==> config.mk <==
export PLATFORM = sky130hd
export DESIGN_NAME = irst_sweep_ctrl
export DESIGN_NICKNAME = d
export VERILOG_FILES = /design/src/rtl/irst_sweep_ctrl_pkg.sv /design/src/rtl/irst_sweep_ctrl_key_step.sv /design/src/rtl/irst_sweep_ctrl.sv
export SDC_FILE = /design/constraint.sdc
export NUM_CORES = 1
export LEC_CHECK = 0
export BUFFER_PORTS_ARGS = -buffer_cell sky130_fd_sc_hd__buf_2
export CORE_AREA = 10 10 58 107
export DETAILED_ROUTE_END_ITERATION = 10
export DIE_AREA = 0 0 68 117
export PLACE_DENSITY = 0.77
export SYNTH_ARGS = -nofsm -noshare
export SYNTH_HDL_FRONTEND = slang
export SYNTH_SLANG_ARGS = --single-unit
==> constraint.sdc <==
create_clock -name clk -period 2.4 [get_ports clk]
set_input_delay 0.6 -clock clk [delete_from_list [all_inputs] [get_ports clk]]
set_output_delay 0.6 -clock clk [all_outputs]
set_load 0.02 [all_outputs]
==> src/rtl/irst_sweep_ctrl_pkg.sv <==
`default_nettype none
// ============================================================================
// Module : irst_sweep_ctrl_pkg
// Brief  : Shared state encodings, key defaults and LFSR helper for the sweep
// Rev    : 1.0
// ============================================================================
package irst_sweep_ctrl_pkg;

    typedef enum logic [2:0] {
        ST_IDLE   = 3'd0,
        ST_HOLD   = 3'd1,
        ST_READ   = 3'd2,
        ST_WRITE  = 3'd3,
        ST_COMMIT = 3'd4
    } irst_state_t;

    localparam logic [15:0] IRST_LFSR_TAPS = 16'hB400;
    localparam logic [15:0] IRST_RESET_KEY = 16'h0000;

    function automatic logic [15:0] lfsr_step(input logic [15:0] s, input logic [15:0] taps);
        return {1'b0, s[15:1]} ^ (s[0] ? taps : 16'h0000);
    endfunction

endpackage
`default_nettype wire

==> src/rtl/irst_sweep_ctrl_key_step.sv <==
`default_nettype none
// ============================================================================
// Module : irst_key_step
// Brief  : One Galois LFSR step of a seed; a zero seed is replaced by 1
// Rev    : 1.0
// ============================================================================
module irst_key_step
    import irst_sweep_ctrl_pkg::*;
#(
    parameter logic [15:0] LFSR_TAPS = IRST_LFSR_TAPS
) (
    input  logic [15:0] seed,
    output logic [15:0] key_next
);

    logic [15:0] w_seed;

    // An all-zero state would make the LFSR stick at zero forever.
    assign w_seed   = (seed == 16'h0000) ? 16'h0001 : seed;
    assign key_next = lfsr_step(w_seed, LFSR_TAPS);

endmodule
`default_nettype wire

==> src/rtl/irst_sweep_ctrl.sv <==
`default_nettype none
// ============================================================================
// Module : irst_sweep_ctrl
// Brief  : Stalls the core and re-keys every instruction word, then commits key
// Rev    : 1.0
// ============================================================================
module irst_sweep_ctrl
    import irst_sweep_ctrl_pkg::*;
#(
    parameter int          PC_WIDTH  = 8,
    parameter int          DEPTH     = 256,
    parameter logic [15:0] LFSR_TAPS = IRST_LFSR_TAPS,
    parameter logic [15:0] RESET_KEY = IRST_RESET_KEY
) (
    input  logic                clk,
    input  logic                rst,
    input  logic                start,
    input  logic [15:0]         seed,
    input  logic                hold_ack,
    output logic                hold_req,
    output logic [PC_WIDTH-1:0] imem_addr,
    input  logic [15:0]         imem_rd_data,
    output logic                imem_wr_en,
    output logic [15:0]         imem_wr_data,
    output logic [15:0]         key_out,
    output logic                busy,
    output logic                done
);

    localparam logic [PC_WIDTH-1:0] c_LAST_ADDR = PC_WIDTH'(DEPTH - 1);

    irst_state_t r_state;
    logic [15:0] r_key_cur;
    logic [15:0] r_key_next;
    logic [15:0] w_step;

    irst_key_step #(
        .LFSR_TAPS (LFSR_TAPS)
    ) u_key_step (
        .seed     (seed),
        .key_next (w_step)
    );

    always_ff @(posedge clk) begin
        if (!rst) begin
            r_state    <= ST_IDLE;
            r_key_cur  <= RESET_KEY;
            r_key_next <= RESET_KEY;
            hold_req   <= 1'b0;
            busy       <= 1'b0;
            done       <= 1'b0;
            imem_addr  <= '0;
        end else begin
            done <= 1'b0;
            case (r_state)
                ST_IDLE: begin
                    if (start) begin
                        r_key_next <= w_step;
                        busy       <= 1'b1;
                        hold_req   <= 1'b1;
                        r_state    <= ST_HOLD;
                    end
                end
                ST_HOLD: begin
                    if (hold_ack) begin
                        imem_addr <= '0;
                        r_state   <= ST_READ;
                    end
                end
                ST_READ: begin
                    if (hold_ack) begin
                        r_state <= ST_WRITE;
                    end
                end
                ST_WRITE: begin
                    // Losing the ack mid-write re-reads so the data is fresh on resume.
                    if (!hold_ack) begin
                        r_state <= ST_READ;
                    end else if (imem_addr == c_LAST_ADDR) begin
                        r_state <= ST_COMMIT;
                    end else begin
                        imem_addr <= imem_addr + PC_WIDTH'(1);
                        r_state   <= ST_READ;
                    end
                end
                ST_COMMIT: begin
                    r_key_cur <= r_key_next;
                    done      <= 1'b1;
                    hold_req  <= 1'b0;
                    busy      <= 1'b0;
                    imem_addr <= '0;
                    r_state   <= ST_IDLE;
                end
                default: begin
                    r_state <= ST_IDLE;
                end
            endcase
        end
    end

    // Read data only arrives in the WRITE cycle, so the write path is combinational.
    assign imem_wr_en   = (r_state == ST_WRITE) && hold_ack;
    assign imem_wr_data = imem_wr_en ? (imem_rd_data ^ r_key_cur ^ r_key_next) : 16'h0000;
    assign key_out      = r_key_cur;

endmodule
`default_nettype wire

=== Yosys cells after proc, flatten, opt, wreduce, memory -nomap -nowiden ===
Index checks and enable logic that the tools add are counted.

* Div/mod/pow operators: 0
* Shift-type cells: 0
* Bitwise operators: 3
* $mul: 0
* Multiplexer cells: 16
* Magnitude comparators: 0
* Add/subtract/negate cells: 1
* Eq/ne operators: 10
* Reduce and logical (&&, ||, !) cells: 9

{| class="wikitable"
|+ Operators by type and width
! operator !! count
|-
| 16-bit 2-to-1 mux || 3
|-
| 16-bit XOR || 2
|-
| 8-bit 2-to-1 mux || 3
|-
| 8-bit case mux with 3 select lines || 1
|-
| 16-bit zero test || 1
|-
| 15-bit by 16-bit XOR with 16-bit output || 1
|-
| 3-bit 2-to-1 mux || 5
|-
| 3-bit case mux with 4 select lines || 1
|-
| 2-bit != test (second input constant) || 5
|-
| 8-bit by 1-bit adder with 8-bit output (second input constant) || 1
|-
| 8-bit equality test (second input constant) || 1
|-
| 3-bit by 2-bit equality test with 1-bit output (second input constant) || 2
|-
| 2-bit AND reduction || 2
|-
| 4-bit AND reduction || 1
|-
| 3-bit by 1-bit equality test with 1-bit output (second input constant) || 1
|-
| 3-bit equality test (second input constant) || 1
|-
| 3-bit zero test || 1
|-
| 3-bit AND reduction || 1
|-
| 3-bit nonzero test || 1
|-
| 1-bit 2-to-1 mux || 2
|-
| 1-bit case mux with 2 select lines || 1
|-
| 2-bit nonzero test || 1
|-
| 1-bit logical AND || 1
|}

* Memories: 0
* Bits in read-only memories: 0
* Latch bits: 0
* Logic and storage cells: 45
* RAM bits: 0
* Flip-flop bits (word level): 45

=== Depth between registers and ports, before layout ===
Gate-level depths: netlist of the first run.

* Depth in word-level cells: 4
* Gate-level depth with buffers: 6

=== Hierarchy ===
Synthesis of the first run repeated with hierarchy kept, for this count alone.

* Cell total of the unflattened synthesis: 288
* Area total of the unflattened synthesis: 2250.9 µm²

{| class="wikitable"
|+ Modules (own cells, without submodules)
! module !! seq. area each (µm²) !! times used !! area each (µm²) !! cells an instance
|-
| irst_sweep_ctrl || 900.9 || 1 || 2105.8 || 264
|-
| irst_key_step || 0.0 || 1 || 145.1 || 24
|}

=== Worst setup path before layout of the first run ===
OpenSTA, ideal clock, no wires.

* Kind: input port to output port
* Start point: input port hold_ack
* End point: output port imem_wr_data[10]
* Stages on the path: 5
* Path buffers: 2
* Slack: 0.237 ns
* Arrival: 1.563 ns
* Required time: 1.800 ns
* Cell sequence: and3b_1 -> clkbuf_2 -> nand2_1 -> clkbuf_1 -> nor2_1

* Cells in the longest elaborated chain, start to end: 2

{| class="wikitable"
|+ RTL lines
! element !! line !! RTL
|-
| start, declared || irst_sweep_ctrl.sv:19 || <nowiki>input logic hold_ack,</nowiki>
|-
| 1-bit logical AND || irst_sweep_ctrl.sv:102 || <nowiki>assign imem_wr_en = (r_state == ST_WRITE) && hold_ack;</nowiki>
|-
| 16-bit 2-to-1 mux || irst_sweep_ctrl.sv:103 || <nowiki>assign imem_wr_data = imem_wr_en ? (imem_rd_data ^ r_key_cur ^ r_key_next) : 16'h0000;</nowiki>
|-
| end, declared || irst_sweep_ctrl.sv:24 || <nowiki>output logic [15:0] imem_wr_data,</nowiki>
|}

No other way between the ends.

=== Final worst setup path of the first run ===
* Start point: register r_state[2]
* End point: output port imem_wr_data[3]

* Cells in the longest elaborated chain, start to end: 3

{| class="wikitable"
|+ RTL lines
! element !! line !! RTL
|-
| start, declared || irst_sweep_ctrl.sv:32 || <nowiki>irst_state_t r_state;</nowiki>
|-
| start signal, assigned || irst_sweep_ctrl.sv:46 || <nowiki>r_state <= ST_IDLE;</nowiki>
|-
| start signal, assigned || irst_sweep_ctrl.sv:61 || <nowiki>r_state <= ST_HOLD;</nowiki>
|-
| start signal, assigned || irst_sweep_ctrl.sv:67 || <nowiki>r_state <= ST_READ;</nowiki>
|-
| 3-bit by 2-bit equality test with 1-bit output || irst_sweep_ctrl.sv:102 ||
|-
| 1-bit logical AND || irst_sweep_ctrl.sv:102 ||
|-
| 16-bit 2-to-1 mux || irst_sweep_ctrl.sv:103 ||
|}

No other way between the ends.

==> run_results.csv, run 1 <==
group,metric,value,unit
floorplanning,start_util,46.8,%
sta,setup_viol,0,
worst_setup_path,setup.worst_path.start_class,"flip-flop",
final_layout,final_design_area_no_fill,2690,um^2
sta,finalHoldViolCount,0,
yosys,netlist_top_cells_area,"dfxtp_1 42%, nand2_1 11%, xnor2_1 7.8%",
drt,drc,0,
worst_setup_path,family_with_the_most_delay_on_the_worst_path,"simple AND/OR/NAND/NOR gates",
sta,final.min_clock_period,2170,ps
final_layout,antenna_cells_inserted,0,
clock_tree,cts-buffers-inserted,5,
pwr,p_int,1.09,mW
global_route,gr-max-usage-layer,"met2",
worst_setup_path,worstPathArrival,1570,ps
sta,grt_setup_unrepaired,"no",
global_route,overflow,0,
floorplanning,row_count,35,
worst_setup_path,cp_data_required_time,1800,ps
sta,max_clock_freq,461,MHz
yosys,dominantRegCellSynth,"dfxtp_1",
pwr,vdd_ir_drop_max,0.503,mV
yosys,yosysWarnings,0,
sta,fin_skew,5.76,ps
floorplanning,chipWidth,68,um
global_route,use_met1,14.5,%
sta,final_max_slew_viol_count,0,
hold_path,min-delay-path-class,"reg -> reg",
pwr,powerDensity,555,nW/um^2
pwr,pwr-share-comb,13.0,%
yosys,post-synth-top-area-cell,"dfxtp_1",
global_route,grt_start_max_net_pins,23,
drt,routedWlPerCell,14.7,um
pwr,leakage,1.21,nW
worst_setup_path,critPathBufInv,2,
pwr,net-switching-power,395,uW
clock_tree,ctsRootBufferMaster,"clkbuf_8",
sta,fin_tns_setup,0,ps
worst_setup_path,path_max_fanout,9,
run_status,outcome,"finished, final reports clean",
floorplanning,core_area,4550,um^2
yosys,number_of_flops_mapped_to_enable_cells_by_yosys,0,
drt,drtAntennaViolNets,0,
final_layout,fraction_of_final_layout_cells_with_drive_strength_greater_than_1,28.9,%
worst_setup_path,critical_path.max_stage_delay,370,ps
global_route,grt_pass1_vias,2129,
clock_tree,ctsLongestPathBuffers,2,
sta,relSlewSlack,66.0,%
place,place_area,2590,um^2
worst_setup_path,critical_path.cell_chain,"and3b_1 -> nand2_1 -> buf_4 -> nor2_1 -> buf_2",
clock_tree,cts_hold_buffers,0,
global_route,met3_usage,5.15,%
yosys,synth_nets,305,
drt,detailroute.via_count,2077,
clock_tree,clk-insertion-delay-late,300,ps
yosys,number_of_flip_flops_and_latches_in_the_synthesized_netlist,45,
place,place.port_buffers,79,
yosys,syn_std_cell_area,2130,um^2
final_layout,number_of_nets_in_the_layout,382,
clock_tree,tritoncts,"yes",
run,drv_cap,0,
drt,vias_per_cell,5.18,
floorplanning,dieArea,7960,um^2
place,routabilityCongestion,0.810,
global_route,global_route.usage.met2,27.4,%
yosys,synth.distinct_cells,40,
worst_setup_path,worst-setup-path-type,"reg -> out",
yosys,synth_seq_area_share,42.3,%
clock_tree,cts.sinks,45,
clock_tree,h_tree_level_count,2,
place,dp_hpwl,4640,um
sta,worst_pin_slew,511,ps
floorplanning,design.portCount,80,
final_layout,area_growth_syn_to_layout,26.1,%
yosys,ys_async_sr_fraction,0,%
drt,drt-initial-drc-count,85,
drt,wl,5890,um
yosys,synth.top_cells.by_count,"62 x nand2_1, 45 x dfxtp_1, 31 x a21oi_1",
global_route,antenna_found_initial,0,
yosys,post_synthesis_area_per_instance,7.95,um^2
yosys,share_of_yosys_cell_area_claimed_by_the_top_area_cell_type,42.3,%
worst_setup_path,worst_path_max_delay_cell,"dfxtp_1",
pwr,switching_part_of_the_total_power,26.5,%
pwr,share_seq_of_total_power,54.0,%
yosys,post_synth_inst_count,268,
clock_tree,cts.clk_slew.worst_paths,80,ps
global_route,wire_length_of_the_first_global_routing_pass,9550,um
floorplanning,fp.dieH,117,um
drt,detailedRoute.firstPassIterationCount,4,
yosys,synthMostInstantiatedCell,"nand2_1",
pwr,power.share.clock,33.1,%
worst_setup_path,nature_of_the_critical_path_endpoint,"output port",
sta,timing.final.crit_share,90.5,%
global_route,grt_usage,15.1,%
-- registers in the layout, indices dropped and copies added (netlist names) --
signal,flops
key_out,16
r_key_next,16
imem_addr,8
r_state,3
busy,1
done,1
-- through the flow --
stage               total power, mW  util, %  hold WS [ps]  cells  setup slack, ps
finish                         1.49     59.0           480    401              229
global route                   1.56     59.0           504    401             70.1
CTS                            1.51     58.9           482    401              125
detailed placement             1.02     56.8           470    393              230
global placement               1.01     56.8           467    393              274
floorplan                     0.941        -           454    268              237
-- placed cells by master, fill, tap and decap left out, drive strengths merged, types with 2 or more instances in the layout --
cell type	count
clkbuf	6
nor3	2
a21oi	31
or4b	2
nor2	25
o21ai	6
inv	4
dfxtp	45
buf	85
clkinv	2
xnor2	19
or2	2
xor2	18
nand4	3
a31oi	4
nor4	5
nand2	62
o211ai	3
o41ai	2
nand3	3
-- worst reg2reg max path: cells and delay by family, from the launching register on --
kind | cells | cell delay [ps]
adder cells (fa/ha/maj) | 1 | 200
AND/OR/NAND/NOR | 1 | 240
flip-flops | 1 | 440
AO/OA/AOI/OAI | 3 | 870
-- path summary, 6_finish.rpt --
kind | from | endpoint | slack [ps] | depth (start not counted)
setup reg to reg | imem_addr[0]$_SDFFE_PN0P_ | imem_addr[3]$_SDFFE_PN0P_ | 600 | 5
setup / recovery | r_state[2]$_SDFFE_PN0P_ | imem_wr_data[3] | 230 | 5
hold / removal | key_out[2]$_SDFFE_PN0P_ | key_out[2]$_SDFFE_PN0P_ | 480 | 2
hold reg to reg | key_out[2]$_SDFFE_PN0P_ | key_out[2]$_SDFFE_PN0P_ | 480 | 2
-- timing repair --
| action | 4_1_cts | 5_1_grt |
|---|---|---|
| gates resized for setup | 0 | 1 |
| buffers inserted | 0 | 0 |
| setup endpoints to repair | 0 | 2 |
-- cells by family (layout without fill, tap and decap cells) --
logic type / count (synthesis) / count (layout) / synth area share [%]
fa+ha+maj: 1 / 1 / 0.587
buf+inv: 19 / 97 / 3.64
flops: 45 / 45 / 42.3
simple gates: 113 / 113 / 23.7
xor+xnor: 37 / 37 / 15.2
compound gates: 53 / 53 / 14.5
-- metal layers --
layer,part of all wire [%],vias to the layer above
met5,0,-
met4,1.7,0
met2,53,63
li1,-,1057
met3,8.0,7
met1,38,950
-- power by group through the flow --
stage	clock network [mW]	registers (mW)	logic, mW
global route	0.533	0.809	0.216
detailed placement	0	0.822	0.194
finish	0.493	0.804	0.193
CTS	0.507	0.804	0.195
floorplan	0	0.814	0.127
global placement	0	0.821	0.189
-- layout make-up --
type | count | area, um^2
clock buffer | 6 | 82.6
fill | 458 | 1870
clock inverter | 2 | 13.8
inverter | 4 | 15.0
multi-input combinational | 204 | 1160
sequential | 45 | 902
timing repair buffer | 85 | 440
tap | 55 | 68.8
Power figures use the tool's default switching activity.
==> inputs of run 2 (changes only) <==
==> constraint.sdc (replaced) <==
create_clock -name clk -period 2.4 [get_ports clk]
set_input_delay 0.12 -clock clk [delete_from_list [all_inputs] [get_ports clk]]
set_output_delay 0.12 -clock clk [all_outputs]
set_load 0.02 [all_outputs]
==> run 2 against run 1 <==
  * Register-to-register slack improved by 30 ps
  * Count of clock-buffer cells in the layout grew 1
  * Fmax grew 5.8%
  * First-iteration DRC count grew 22%
  * Sequential share of layout area is 0.38 points higher
  * Combinational power is essentially flat
  * Largest power group unchanged
  * Die area unchanged
  * Worst setup slack better by 120 ps
  * Sequential cell count did not move
  * Cell count decreased by 1.0%
  * Routed wire length down 2.4%
==> run_results.csv, run 2 (synthesis gave the netlist of run 1 again) <==
group,metric,value,unit
run_status,outcome,"finished, final reports clean",
worst_setup_path,worstPathArrival,1930,ps
clock_tree,cts.clk_slew.worst_paths,80,ps
final_layout,area_growth_syn_to_layout,24.5,%
clock_tree,cts.sinks,45,
sta,final.min_clock_period,2050,ps
worst_setup_path,r2r_start,"r_state[2]$_SDFFE_PN0P_",
place,dpl.cell_count,390,
run,drv_cap,0,
final_layout,antenna_cells_inserted,0,
sta,grt_setup_unrepaired,"no",
place,routabilityCongestion,0.806,
worst_setup_path,capture_point_of_the_worst_reg_to_reg_path,"imem_addr[7]$_SDFFE_PN0P_",
hold_path,hp-start,"seed[7]",
clock_tree,post-cts-setup-buffers,0,
floorplanning,design.portCount,80,
sta,setup_viol,0,
worst_setup_path,nature_of_the_critical_path_endpoint,"output port",
drt,routedWlPerCell,14.5,um
worst_setup_path,reg2reg_slack,630,ps
sta,finalHoldViolCount,0,
hold_path,worst_hold_path.num_cells,3,
final_layout,final_cell_mix,"79 x buf_2, 62 x nand2_1, 45 x dfxtp_1, 31 x a21oi_1, 25 x nor2_1",
final_layout,regArea,901,um^2
global_route,overflow,0,
pwr,vdd_ir_drop_max,0.380,mV
worst_setup_path,path_max_fanout,17,
hold_path,min_delay_worst_endpoint,"r_key_next[6]$_SDFFE_PN0P_",
clock_tree,clk-insertion-delay-late,290,ps
worst_setup_path,critical_path.startpoint,"r_state[0]$_SDFFE_PN0P_",
hold_path,min-delay-path-class,"in -> reg",
drt,wl,5750,um
clock_tree,cts-buffers-inserted,5,
final_layout,fraction_of_final_layout_cells_with_drive_strength_greater_than_1,27.5,%
worst_setup_path,cp_data_required_time,2280,ps
drt,detailroute.via_count,2052,
clock_tree,h_tree_level_count,2,
global_route,wire_length_of_the_first_global_routing_pass,9270,um
sta,fin_skew,6.95,ps
place,dp_hpwl,4470,um
sta,max_clock_freq,487,MHz
clock_tree,tritoncts,"yes",
sta,relSlewSlack,54.3,%
clock_tree,cts_resized,0,
sta,final_max_slew_viol_count,0,
floorplanning,dieArea,7960,um^2
clock_tree,ctsLongestPathBuffers,2,
global_route,grt_pass1_vias,2123,
final_layout,final.fill_count,470,
final_layout,most_frequent_standard_cell_in_the_layout_excluding_fill_and_tap_cells,"buf_2",
sta,worst_pin_slew,683,ps
floorplanning,fp.dieH,117,um
floorplanning,chipWidth,68,um
worst_setup_path,worstRegToRegCells,4,
drt,drtAntennaViolNets,0,
worst_setup_path,setup.worst_path.start_class,"flip-flop",
floorplanning,core_area,4550,um^2
drt,drc,0,
global_route,antenna_found_initial,0,
drt,drt-initial-drc-count,104,
floorplanning,row_count,35,
final_layout,post_layout_nonfiller_instances,397,
sta,timing.final.crit_share,85.5,%
final_layout,number_of_nets_in_the_layout,379,
clock_tree,cts_hold_buffers,0,
floorplanning,start_util,46.8,%
drt,detailedRoute.firstPassIterationCount,4,
place,place.port_buffers,79,
pwr,leakage,1.19,nW
worst_setup_path,worst-setup-path-type,"reg -> out",
final_layout,multi_input_comb_area,1160,um^2
sta,worst_hold_slack,68.9,ps
drt,vias_per_cell,5.17,
pwr,powerDensity,550,nW/um^2
sta,fin_tns_setup,0,ps
clock_tree,ctsRootBufferMaster,"clkbuf_8",
global_route,grt_usage,14.5,%
global_route,grt_start_max_net_pins,33,
==> run 2: final cells by class <==
type                            count  area share [%]
Clock buffer                        7            3.26
Inverter                            4           0.566
Multi-Input combinational cell    204            43.8
Sequential cell                    45            34.0
Tap cell                           55            2.60
Timing Repair Buffer               82            15.8
==> run 2: power by group <==
part | total, mW | internal [mW] | switching (mW) | leakage, nW
sequential | 0.803 | 0.773 | 0.0295 | 0.366
clock | 0.465 | 0.229 | 0.237 | 0.0443
combinational | 0.191 | 0.0866 | 0.104 | 0.778
total | 1.46 | 1.09 | 0.371 | 1.19
==> run 2: how the worst max path moves through the flow <==
stage                     slack, ps                        end  cells after the start
after floorplan                 760  imem_addr[1]$_SDFFE_PN0P_                      5
after global placement          710  imem_addr[7]$_SDFFE_PN0P_                      4
after detailed placement        660  imem_addr[7]$_SDFFE_PN0P_                      4
after CTS                       340            imem_wr_data[3]                      4
after global routing            190            imem_wr_data[1]                      4
final                           350            imem_wr_data[3]                      4
==> run 2: through the flow <==
stage	util [%]	setup slack, ps	total power [mW]	cell area [um^2]
final	58.2	348	1.46	2650
after global routing	58.2	188	1.52	2650
after CTS	58.2	344	1.47	2650
after detailed placement	56.3	661	1.01	2560
after global placement	56.3	710	1.01	2560
after floorplan	-	759	0.941	2130
==> run 2: worst max-delay path, cell delays in order, from the launching register on <==
cell and delay, ps:
dfxtp_1 460, and3b_1 310, nand2_1 450, nor2_1 230, buf_2 190
==> run 2: layer usage <==
| metal | vias up | global-route usage (%) | routed length, um | share of wire, % |
|---|---|---|---|---|
| met4 | 0 | 4.99 | 74 | 1.3 |
| met2 | 55 | 26.4 | 3010 | 52 |
| met3 | 7 | 4.58 | 428 | 7.4 |
| li1 | 1049 | - | - | - |
| met1 | 941 | 14.8 | 2230 | 39 |
| met5 | - | 0 | 0 | 0 |
==> inputs of run 3 (changes only) <==
--- a/config.mk
+++ b/config.mk
@@ -6,10 +6,10 @@
 export NUM_CORES = 1
 export LEC_CHECK = 0
 export BUFFER_PORTS_ARGS = -buffer_cell sky130_fd_sc_hd__buf_2
-export CORE_AREA = 10 10 58 107
+export CORE_AREA = 10 10 60 111
 export DETAILED_ROUTE_END_ITERATION = 10
-export DIE_AREA = 0 0 68 117
-export PLACE_DENSITY = 0.77
+export DIE_AREA = 0 0 70 121
+export PLACE_DENSITY = 0.72
 export SYNTH_ARGS = -nofsm -noshare
 export SYNTH_HDL_FRONTEND = slang
 export SYNTH_SLANG_ARGS = --single-unit
==> run 3 against run 2 <==
  * Worst setup slack improved by 34 ps
  * First-iteration DRC count decreased by 18%
  * Cell area rose by 0.94%
  * Global-route usage fell by 1.3 points
  * Non-clock buffer count is 1 higher
  * Clock power rose by 11%
  * Total power is 3.4% higher
  * Fmax is 1.7% higher
  * Critical path type unchanged
==> run_results.csv, run 3 (synthesis gave the netlist of run 1 again) <==
group,metric,value,unit
clock_tree,ctsLongestPathBuffers,2,
drt,drc,0,
pwr,net-switching-power,388,uW
sta,setup_ws,381,ps
drt,wl,5730,um
final_layout,final.fill_count,497,
pwr,report.power.total,1.51,mW
clock_tree,clk-insertion-delay-late,300,ps
final_layout,antenna_cells_inserted,0,
clock_tree,tritoncts,"yes",
pwr,powerDensity,564,nW/um^2
drt,detailedRoute.firstPassIterationCount,4,
global_route,antenna_found_initial,0,
sta,worst_pin_slew,640,ps
run,drv_cap,0,
worst_setup_path,nature_of_the_critical_path_endpoint,"output port",
global_route,grt_start_max_net_pins,23,
clock_tree,ctsRootBufferMaster,"clkbuf_8",
clock_tree,post-cts-setup-buffers,0,
floorplanning,fp.dieH,121,um
drt,vias_per_cell,5.14,
worst_setup_path,setup.worst_path.start_class,"flip-flop",
pwr,p_int,1.12,mW
global_route,overflow,0,
global_route,wire_length_of_the_first_global_routing_pass,9400,um
final_layout,area_growth_syn_to_layout,25.7,%
place,dp_hpwl,4530,um
place,routabilityCongestion,0.812,
sta,final_max_slew_viol_count,0,
sta,finalHoldViolCount,0,
pwr,leakage,1.20,nW
sta,fin_skew,3.42,ps
drt,drt-initial-drc-count,85,
clock_tree,cts.sinks,45,
final_layout,final_cell_mix,"79 x buf_2, 62 x nand2_1, 45 x dfxtp_1, 31 x a21oi_1, 25 x nor2_1",
final_layout,most_frequent_standard_cell_in_the_layout_excluding_fill_and_tap_cells,"buf_2",
global_route,grt_pass1_vias,2097,
pwr,vdd_ir_drop_max,0.430,mV
sta,grt_setup_unrepaired,"no",
place,dp_worst_setup_slack,641,ps
sta,final.min_clock_period,2020,ps
floorplanning,design.portCount,80,
clock_tree,cts_resized,0,
clock_tree,cts-buffers-inserted,5,
run_status,outcome,"finished, final reports clean",
pwr,power.share.clock,34.1,%
hold_path,min-delay-path-class,"in -> reg",
floorplanning,core_area,4860,um^2
pwr,switching_part_of_the_total_power,25.8,%
sta,max_clock_freq,495,MHz
final_layout,fraction_of_final_layout_cells_with_drive_strength_greater_than_1,28.2,%
floorplanning,start_util,43.8,%
worst_setup_path,path_max_fanout,17,
worst_setup_path,worst-setup-path-type,"reg -> out",
clock_tree,h_tree_level_count,2,
sta,relSlewSlack,57.2,%
drt,drtAntennaViolNets,0,
sta,timing.final.crit_share,84.1,%
worst_setup_path,cp_data_required_time,2280,ps
floorplanning,dieArea,8470,um^2
sta,fin_tns_setup,0,ps
clock_tree,cts.clk_slew.worst_paths,80,ps
floorplanning,chipWidth,70,um
pwr,pwr-share-comb,12.6,%
floorplanning,row_count,36,
drt,routedWlPerCell,14.3,um
sta,setup_viol,0,
drt,detailroute.via_count,2063,
final_layout,number_of_nets_in_the_layout,380,
global_route,grt_usage,13.2,%
place,place.port_buffers,79,
worst_setup_path,worstPathArrival,1900,ps
clock_tree,cts_hold_buffers,0,
pwr,share_seq_of_total_power,53.2,%
run 3: cell types whose count changed in the layout (fill, tap and decap cells not counted), sizes merged:
cell	change
buf	+1
clkinv	+1
run 3: per-layer routing:
metal | track usage (%) | up-vias | routed length, um | share of wire (%)
met4 | 7.07 | 0 | 143 | 2.5
met2 | 23.9 | 59 | 2990 | 52
met1 | 12.8 | 945 | 2200 | 38
met5 | 0 | - | 0 | 0
li1 | - | 1049 | - | -
met3 | 4.42 | 10 | 399 | 7.0
run 3: through the flow:
step / instance area, um^2 / hold WS (ps) / cells / util [%]
final: 2680 / 62.9 / 401 / 55.0
after detailed placement: 2570 / 381 / 393 / 52.9
after floorplan: 2130 / 238 / 268 / -
after global routing: 2680 / 68.4 / 401 / 55.0
after global placement: 2570 / 373 / 393 / 52.9
after CTS: 2680 / 61.0 / 401 / 55.0
run 3: final timing paths:
path	start	endpoint	slack (ps)	cells after the start
worst min-delay path	seed[12]	r_key_next[11]$_SDFFE_PN0P_	60	3
worst max-delay path	r_state[0]$_SDFFE_PN0P_	imem_wr_data[14]	380	4
worst max register to register	r_state[1]$_SDFFE_PN0P_	imem_addr[7]$_SDFFE_PN0P_	630	5
worst min register to register	key_out[8]$_SDFFE_PN0P_	key_out[8]$_SDFFE_PN0P_	480	2
run 3: layout make-up:
type                            instances  area (um^2)  share of cell area, %
Multi-Input combinational cell        204         1160                   43.4
Sequential cell                        45          901                   33.7
Clock buffer                            7         96.3                   3.60
Inverter                                4         15.0                  0.561
Timing Repair Buffer                   83          425                   15.9
Tap cell                               57         71.3                   2.66
Clock inverter                          1         5.00                  0.187
run 3: power groups by stage:
stage	logic [mW]	registers [mW]	clock network (mW)
global route	0.213	0.809	0.549
CTS	0.192	0.804	0.520
finish	0.191	0.803	0.515
floorplan	0.127	0.814	0
global placement	0.189	0.821	0
detailed placement	0.191	0.822	0
run 3: critical path, stage by stage (launching register included):
cell     delay [ps]
dfxtp_1         450
and3b_1         300
nand2_1         420
nor2_1          240
buf_2           190
